**src/rtl/arbitrated_mux.sv**
```systemverilog
// N-input registered mux with valid/ready on each input and on the output. Selection is addressed or round-robin.
// Optional ARBMUX_COUNT_EN adds per-channel saturating transfer counters on grant_cnt.
module arbitrated_mux #(
    parameter int WIDTH  = 8,
    parameter int NUM_IN = 4,
    parameter int SEL_W  = $clog2(NUM_IN)
) (
    input  logic                      clk,
    input  logic                      reset,
    input  logic                      mode,
    input  logic [SEL_W-1:0]          addr,
    input  logic [NUM_IN*WIDTH-1:0]   in_data,
    input  logic [NUM_IN-1:0]         in_valid,
    output logic [NUM_IN-1:0]         in_ready,
    output logic [WIDTH-1:0]          out_data,
    output logic [SEL_W-1:0]          out_chan,
    output logic                      out_valid,
    input  logic                      out_ready
`ifdef ARBMUX_COUNT_EN
    ,
    output logic [16*NUM_IN-1:0]      grant_cnt
`endif
);

    typedef enum logic {EMPTY = 1'b0, FULL = 1'b1} state_t;

    state_t            state;
    state_t            state_next;
    logic              can_load;
    logic              sel_hit;
    logic              transfer;
    logic [SEL_W-1:0]  sel;
    logic [SEL_W-1:0]  rr_cand;
    logic [SEL_W-1:0]  last;
    logic [NUM_IN-1:0] grant;
    logic [WIDTH-1:0]  chan_data [NUM_IN];

    for (genvar i = 0; i < NUM_IN; i++) begin : g_unpack
        assign chan_data[i] = in_data[i*WIDTH +: WIDTH];
    end

    // Handshake: a word moves on channel i in any cycle where in_valid[i] and in_ready[i]
    // are both high; the output word is consumed when out_valid and out_ready are both high.
    always_comb begin
        sel      = '0;
        sel_hit  = 1'b0;
        rr_cand  = '0;
        grant    = '0;
        can_load = (state == EMPTY) || out_ready;
        if (!mode) begin
            if (32'(addr) < NUM_IN) begin
                sel     = addr;
                sel_hit = in_valid[addr];
            end
        end else begin
            // Walk from the farthest offset down so the nearest requester after last wins.
            for (int off = NUM_IN; off >= 1; off--) begin
                rr_cand = SEL_W'((32'(last) + 32'(off)) % NUM_IN);
                if (in_valid[rr_cand]) begin
                    sel     = rr_cand;
                    sel_hit = 1'b1;
                end
            end
        end
        if (sel_hit && can_load && !reset) begin
            grant[sel] = 1'b1;
        end
    end

    assign transfer  = |grant;
    assign in_ready  = grant;
    assign out_valid = (state == FULL);

    always_ff @(posedge clk or posedge reset) begin
        if (reset) begin
            state <= EMPTY;
        end else begin
            state <= state_next;
        end
    end

    always_comb begin
        state_next = state;
        if (transfer) begin
            state_next = FULL;
        end else if (state == FULL && out_ready) begin
            state_next = EMPTY;
        end
    end

    always_ff @(posedge clk or posedge reset) begin
        if (reset) begin
            out_data <= '0;
            out_chan <= '0;
            last     <= SEL_W'(NUM_IN - 1);
        end else if (transfer) begin
            out_data <= chan_data[sel];
            out_chan <= sel;
            // Only round-robin transfers advance the fairness pointer.
            if (mode) begin
                last <= sel;
            end
        end
    end

`ifdef ARBMUX_COUNT_EN
    for (genvar i = 0; i < NUM_IN; i++) begin : g_cnt
        logic [15:0] cnt;
        always_ff @(posedge clk or posedge reset) begin
            if (reset) begin
                cnt <= '0;
            end else if (grant[i] && cnt != 16'hFFFF) begin
                cnt <= cnt + 16'd1;
            end
        end
        assign grant_cnt[i*16 +: 16] = cnt;
    end
`endif

endmodule

```
**config.mk**
```make
export PLATFORM = sky130hd
export DESIGN_NAME = arbitrated_mux
export DESIGN_NICKNAME = d
export VERILOG_FILES = /design/src/rtl/arbitrated_mux.sv
export SDC_FILE = /design/constraint.sdc
export NUM_CORES = 1
export LEC_CHECK = 0
export ABC_AREA = 1
export CAP_MARGIN = 10
export CORE_MARGIN = 2
export CORE_UTILIZATION = 24
export CTS_CLUSTER_SIZE = 8
export DETAILED_ROUTE_END_ITERATION = 12
export DONT_BUFFER_PORTS = 1
export MAX_ROUTING_LAYER = met4
export REMOVE_ABC_BUFFERS = 1
export SLEW_MARGIN = 15
export SYNTH_ARGS = -nofsm -noshare
export SYNTH_HDL_FRONTEND = slang
export SYNTH_SLANG_ARGS = --single-unit
```
**constraint.sdc**
```tcl
create_clock -name clk -period 2.2 [get_ports clk]
set_input_delay 0.44 -clock clk [delete_from_list [all_inputs] [get_ports clk]]
set_output_delay 0.44 -clock clk [all_outputs]
set_load 0.1 [all_outputs]
```
==> metrics.md, run 1 <==
| Metric | Value |
|---|---|
| CP Class | reg -> out |
| Die Footprint | roughly 6000 um^2 |
| PnR worst setup slack | -0.2767 ns |
| DR iter-0 viols | 80 |
| Violated checks | negative setup slack |
| Ys async rst share | 100.0% |
| H-tree levels | 1 |
| Hpwl dp | approximately 2800 um |
| Clock sink count | 13 |
| Remaining antenna violation count after routing | 0 |
| Mapped Area | roughly 1300 um^2 |
| Crit end category | output pin |
| Critical-path top delay cell | dfstp_2 |
| Sequential standard cell area | 327.8 um^2 |
| Total global-route track usage | around an eighth |
| Vias in the first global route | approximately 1.4k |
| Largest net degree at the start of global routing | 18 |
| Final hold violations | 0 |
| Clock transition at path regs | ~0.060 ns |
| Core box area | between 5000 and 6000 um^2 |
| Critical Path Source | last[0] |
| Setup TNS | -0.9911 ns |
| GP Congestion | approximately 0.86 |
| Main combinational cell family by area after synthesis | simple AND/OR/NAND/NOR gates |
| Required time worst endpoint | roughly 1.8 ns |
| Cells along the critical path | buf_6, nand2_1, nand3_2, nand2_1, inv_2, nand2_2, nand3_2, nand3_4, nand2_4, inv_6, nor3_4, buf_12 |
| Top-count cell post-synth | nand2_1 |
| Post-Synth Simple-Gate Area | between 50 and 60% |
| Syn Inst Count | around 210 |
| Critical Path AT | around 2 ns |
| Final worst path period need | 2.477 ns |
| LEAKAGE | a little over 1 nW |
| Synth area leader | dfrtp_1 |
| Final #Nets | 289 |
| XOR/XNOR Fraction of Synth Area | 0% |
| Multi-input gate area | 900.9 um^2 |
| EDFF count, synth | 0 |
| Dpl ws | -0.04966 ns |
| Antenna Cells | 0 |
| Clock tree buffer depth | 2 |
| Compound-Gate Fraction of Synth Area | 4.042% |
| Multiplexer area fraction after synthesis | 0% |
| Post-synthesis adder-cell area fraction | 0% |
| Period Utilization, post-route | 112.6% |
| HP Class | in -> async |
| # fillers | roughly 570 |
| Critical R2R Launch | last[0] |
| # DRC | 0 |
| Outcome | finished with violations |
| # IOs | 57 |
| Pre-antenna DRT Iters | 4 |
| Initial antenna violation count | 0 |
| Worst-Skew Late Latency | roughly 0.24 ns |
| CTS root buf | clkbuf_8 |
| Fin util | a little over a third |
| Seq cells post-synth | 13 |
| Relative slew slack | 80.02% |
| Total grt overflow | 0 |
| Synth top area cells | dfrtp_1 (21%), nand2_1 (20%), nand3_1 (13%), inv_1 (10%), nand2_2 (10%) |
| Max Cap Viol | 0 |
| Horiz. Die Dim | approximately 78 um |
| Seq/Total Area, Yosys | about a quarter |
| Main flop type after synthesis | dfrtp_1 |
| CTS tree | yes |
| Initial Util | between 20% and 30% |
| YS warnings | 0 |
| Via count | 1370 |
| Startpoint types | flop |
| Post-synth top area share | roughly a fifth |
| First-pass GRT wire length | 6237 um |
| Largest fanout on the critical path | 5 |
| Syn-to-layout area delta | 43.79% |
| Num rows | 26 |
| Worst slew pin tran | roughly 0.3 ns |
| CTS buffer count | 3 |
| Final Max Tran Viols | 0 |
| Distinct cells, synth | 22 |
| Detailed-route wire length | between 3000 and 4000 um |
| Syn Area/Cell | 6.103 um^2 |
| Port-buffer cells | 0 |
| Drt via density | 4.335 |
| Fmax | 403.8 MHz |
| Crit-path max cell delay | about 0.61 ns |
| Peak supply drop | approximately 0.00071 V |
| Pwr dens | 1631 nW/um^2 |
| Die H | a little under 80 um |
| Layout Skew | just under 0.001 ns |
| Final setup fails | 4 |
| RSZ-0062 raised after global routing | yes |
| Synth cell count leaders | nand2_1 (68), inv_1 (35), nand3_1 (34) |
| Average wire per standard cell | 12.02 um |
| Share of cells above drive strength 1 | between 40% and 50% |
[per-layer routing]
metal	global-route usage, %	up-vias	share of wire (%)
li1	-	714	-
met1	17.08	610	45
met2	20.43	44	47
met3	3.488	2	7.8
met4	3.214	0	0.34
met5	-	-	0
[cell families after synthesis]
family	count (synthesis)
buffers and inverters	47
AND/OR/NAND/NOR	144
flip-flops	13
AO/OA/AOI/OAI	9
[where the power goes]
group / internal, W / switching [W]
clock: 0.000125 / 0.0000930
sequential: 0.000362 / 0.0000518
combinational: 0.000718 / 0.00170
total: 0.00120 / 0.00184
[stage by stage]
step	total power, W	std cells	hold slack (ns)	cell area, um^2
2_1_floorplan	0.002005	207	0.3307	1249
3_3_place_gp	0.002538	305	0.3854	1614
3_5_place_dp	0.002556	305	0.4016	1614
4_1_cts	0.002882	313	0.1351	1737
5_1_grt	0.003265	316	0.1934	1869
6_report	0.003049	316	0.1715	1869
[path summary, 6_finish.rpt]
check / slack [ns] / endpoint / cells past startpoint
hold reg to reg: 0.57 / out_valid / 2
max in group asynchronous: 1.79 / last[0] / 2
hold / removal: 0.17 / out_data[4] / 2
setup / recovery: -0.28 / in_ready[0] / 12
min in group clk: 0.32 / last[1] / 2
setup reg to reg: 0.14 / out_data[3] / 17
[worst max-delay path, delay by kind of cell, from the launching register on]
kind                   cells  cell delay (ns)
buffers and inverters      4             0.45
flip-flops                 1             0.61
AND/OR/NAND/NOR            8             0.73
[state kept, by name, indices dropped and copies added (netlist names)]
register,flops
out_data,8
out_chan,2
last,2
out_valid,1
[placed cells by master (no fill, tap or decap), drive strengths merged]
cell	n
a21oi	3
nand3	38
nand4	1
dfstp	2
o21ai	6
clkinv	1
dfrtp	11
nor2	12
nor3	2
nand2	91
buf	35
inv	41
clkbuf	3
[area by class of cell]
cell class / instances / share of cell area [%]
multi-input combinational: 153 / 48.19
tap: 70 / 4.685
clock inverter: 1 / 0.2677
sequential: 13 / 17.54
timing repair buffer: 35 / 18.21
inverter: 41 / 8.902
clock buffer: 3 / 2.209
[what timing repair did]
| item | 4_1_cts | 5_1_grt |
|---|---|---|
| pin swaps | 10 | 15 |
| setup endpoints to repair | 4 | 12 |
| buffers inserted | 4 | 3 |
| gates resized for setup | 14 | 24 |
| hold buffers | 0 | 0 |
(Power assumes the default switching activity.)
==> run 2, diff against run 1 <==
--- a/config.mk
+++ b/config.mk
@@ -8,7 +8,8 @@
 export ABC_AREA = 1
 export CAP_MARGIN = 10
 export CORE_MARGIN = 2
-export CORE_UTILIZATION = 24
+export CORE_UTILIZATION = 29
+export CTS_CLUSTER_DIAMETER = 200
 export CTS_CLUSTER_SIZE = 8
 export DETAILED_ROUTE_END_ITERATION = 12
 export DONT_BUFFER_PORTS = 1
==> constraint.sdc (replaced) <==
create_clock -name clk -period 2.2 [get_ports clk]
set_input_delay 0.22 -clock clk [delete_from_list [all_inputs] [get_ports clk]]
set_output_delay 0.22 -clock clk [all_outputs]
set_load 0.1 [all_outputs]
==> run 2 against run 1 <==
The run still ends with negative setup slack left. Core utilization grew 2.5 points. First-iteration DRC count shrank 49%. Fmax grew 9.7%. Non-clock buffer count shrank 10. Worst hold slack lost 0.059 ns. Largest cell class unchanged. Highest routed layer unchanged.
==> metrics.md, run 2 (same netlist as run 1, synthesis figures left out) <==
| Metric | Value |
|---|---|
| Relative slew slack | 73.81% (-6.2 points) |
| Outcome | finished with violations |
| Die H | 70.96 um (-8.6%) |
| CP Class | reg -> out |
| Clock sink count | 13 (unchanged) |
| Dpl ws | 0.05340 ns (+0.1031 ns) |
| First-pass GRT wire length | 5940 um (-4.8%) |
| HP Class | in -> reg |
| Hold Crit Depth | 2 |
| Via count | 1316 (-3.9%) |
| Total grt overflow | 0 (unchanged) |
| Clock tree buffer depth | 2 (unchanged) |
| RSZ-0062 raised after global routing | yes |
| Commonest non-fill, non-tap cells in the layout | nand2_1 (67), inv_1 (35), nand3_1 (34) |
| Period Utilization, post-route | 102.6% (-9.9 points) |
| Final #Nets | 279 (-3.5%) |
| Startpoint types | flop |
| Required time worst endpoint | 1.98 ns (+0.22 ns) |
| Largest fanout on the critical path | 10 (+5) |
| Die Footprint | 5035 um^2 (-16%) |
| Critical R2R Launch | last[0] |
| Max FFs per register | 8 (unchanged) |
| Remaining antenna violation count after routing | 0 (unchanged) |
| Final Max Tran Viols | 0 (unchanged) |
| Pre-antenna DRT Iters | 4 (unchanged) |
| Final hold violations | 0 (unchanged) |
| Clock transition at path regs | 0.06 ns (about the same) |
| Largest Register | out_data |
| Detailed-route wire length | 3472 um (-8.6%) |
| Num rows | 24 (-7.7%) |
| Hpwl dp | 2592 um (-5.7%) |
| Critical Path AT | 2.04 ns (about the same) |
| Violated checks | negative setup slack |
| DR iter-0 viols | 41 (-49%) |
| R2r worst-path depth | 15 (-2) |
| Largest net degree at the start of global routing | 18 (unchanged) |
| Port-buffer cells | 0 (unchanged) |
| Antenna Cells | 0 (unchanged) |
| Layout Skew | 0.002458 ns (+0.001479 ns) |
| Total Power | 0.002827 W (-7.3%) |
| # IOs | 57 (unchanged) |
| Worst-Skew Late Latency | 0.24 ns (about the same) |
| Horiz. Die Dim | 70.96 um (-8.6%) |
| Initial Util | 30.06% (+4.9 points) |
| Final Cell Area | 1670 um^2 (-11%) |
| Vias in the first global route | 1296 (-6.0%) |
| Fin util | 38.63% (+2.5 points) |
| Worst slew pin tran | 0.3915 ns (+0.09187 ns) |
| GP Congestion | 0.7640 (-11%) |
| CTS tree | yes |
| PnR worst setup slack | -0.05800 ns (+0.2187 ns) |
| CTS root buf | clkbuf_8 |
| LEAKAGE | 0.9544 nW (-7.2%) |
| Core box area | 4324 um^2 (-16%) |
| # DRC | 0 (unchanged) |
| Placed cell area | 1539 um^2 (-4.7%) |
| Drt via density | 4.569 (+5.4%) |
| H-tree levels | 1 (unchanged) |
| R2R Setup Slk | 0.20 ns (+0.06 ns) |
| Initial antenna violation count | 0 (unchanged) |
| CTS buffer count | 3 (unchanged) |
| Hold_ws | 0.1124 ns (-0.05916 ns) |
| Average wire per standard cell | 12.06 um (+0.28%) |
| Share of cells above drive strength 1 | 30.93% (-9.3 points) |
| Most common cell after layout, fill and taps aside | nand2_1 |
| Hold Path Origin | mode |
| Max Cap Viol | 0 (unchanged) |
| Final setup fails | 4 (unchanged) |
| Peak supply drop | 0.0005587 V (-22%) |
| R2R Path End | out_data[5] |
| Fmax | 442.9 MHz (+9.7%) |
| Worst Hold End | last[0] |
| Final worst path period need | 2.258 ns (-0.2187 ns) |
| Syn-to-layout area delta | 28.49% |
| Top Registers | out_data x8, last x2, out_chan x2 |
| Total global-route track usage | 15.29% (+2.1 points) |
| Pwr dens | 1693 nW/um^2 (+3.8%) |
| Crit end category | output pin |
-- run 2: cell types whose count changed in the layout (fill, tap and decap cells not counted), sizes merged --
cell and delta:
dlygate4sd3 +1, buf -11
-- run 2: worst max-delay path, cell delays in order, from the launching register on --
cell,delay (ns)
dfstp_2,0.57
buf_12,0.13
nand2_2,0.05
o21ai_2,0.08
nand2_1,0.10
nand2_1,0.08
inv_2,0.05
nand2_2,0.06
nand2_2,0.06
nand3_4,0.07
nand2_4,0.06
inv_6,0.10
nand2_4,0.07
nor2_4,0.13
buf_12,0.18
-- run 2: how the worst max path moves through the flow --
stage,startpoint,endpoint,cells after the start
final,last[0],in_ready[3],14
after floorplan,last[0],in_ready[1],12
after global routing,last[0],in_ready[3],13
after global placement,last[0],in_ready[1],13
after CTS,last[0],in_ready[3],14
after detailed placement,last[0],in_ready[3],13
-- run 2: per-layer routing --
| layer | GRT usage [%] | up-vias | routed length, um |
|---|---|---|---|
| met5 | - | - | 0 |
| met4 | 2.096 | 0 | 12 |
| met3 | 2.279 | 2 | 192 |
| met2 | 26.27 | 37 | 1637 |
| met1 | 19.56 | 584 | 1629 |
| li1 | - | 693 | - |
-- run 2: power breakdown --
| group | internal (W) | leakage, nW | switching [W] |
|---|---|---|---|
| Sequential | 0.000362 | 0.157 | 0.0000477 |
| Clock | 0.000125 | 0.0255 | 0.0000949 |
| Combinational | 0.000607 | 0.772 | 0.00159 |
| Total | 0.00109 | 0.954 | 0.00173 |
-- run 2: area by class of cell --
type | instances | area, um^2
fillers | 499 | 2654
clock inverters | 1 | 5.005
repair buffers | 25 | 265.3
multi-input cells | 153 | 807.0
inverters | 41 | 158.9
well taps | 52 | 65.06
clock buffers | 3 | 41.29
flip-flops and latches | 13 | 327.8
-- run 2: metrics by stage --
step | setup TNS [ns] | instances
global placement | 0 | 280
CTS | -0.1421 | 288
floorplan | -3.543 | 207
finish | -0.1355 | 288
global route | -0.6865 | 288
detailed placement | 0 | 280
-- run 2: what timing repair did --
| action | CTS | global route |
|---|---|---|
| pin swaps | 4 | 0 |
| hold buffers | 1 | 0 |
| setup buffers | 3 | 0 |
| endpoints found under the hold margin | 11 | 0 |
| resized for setup | 7 | 0 |
| setup endpoints to repair | 4 | 5 |
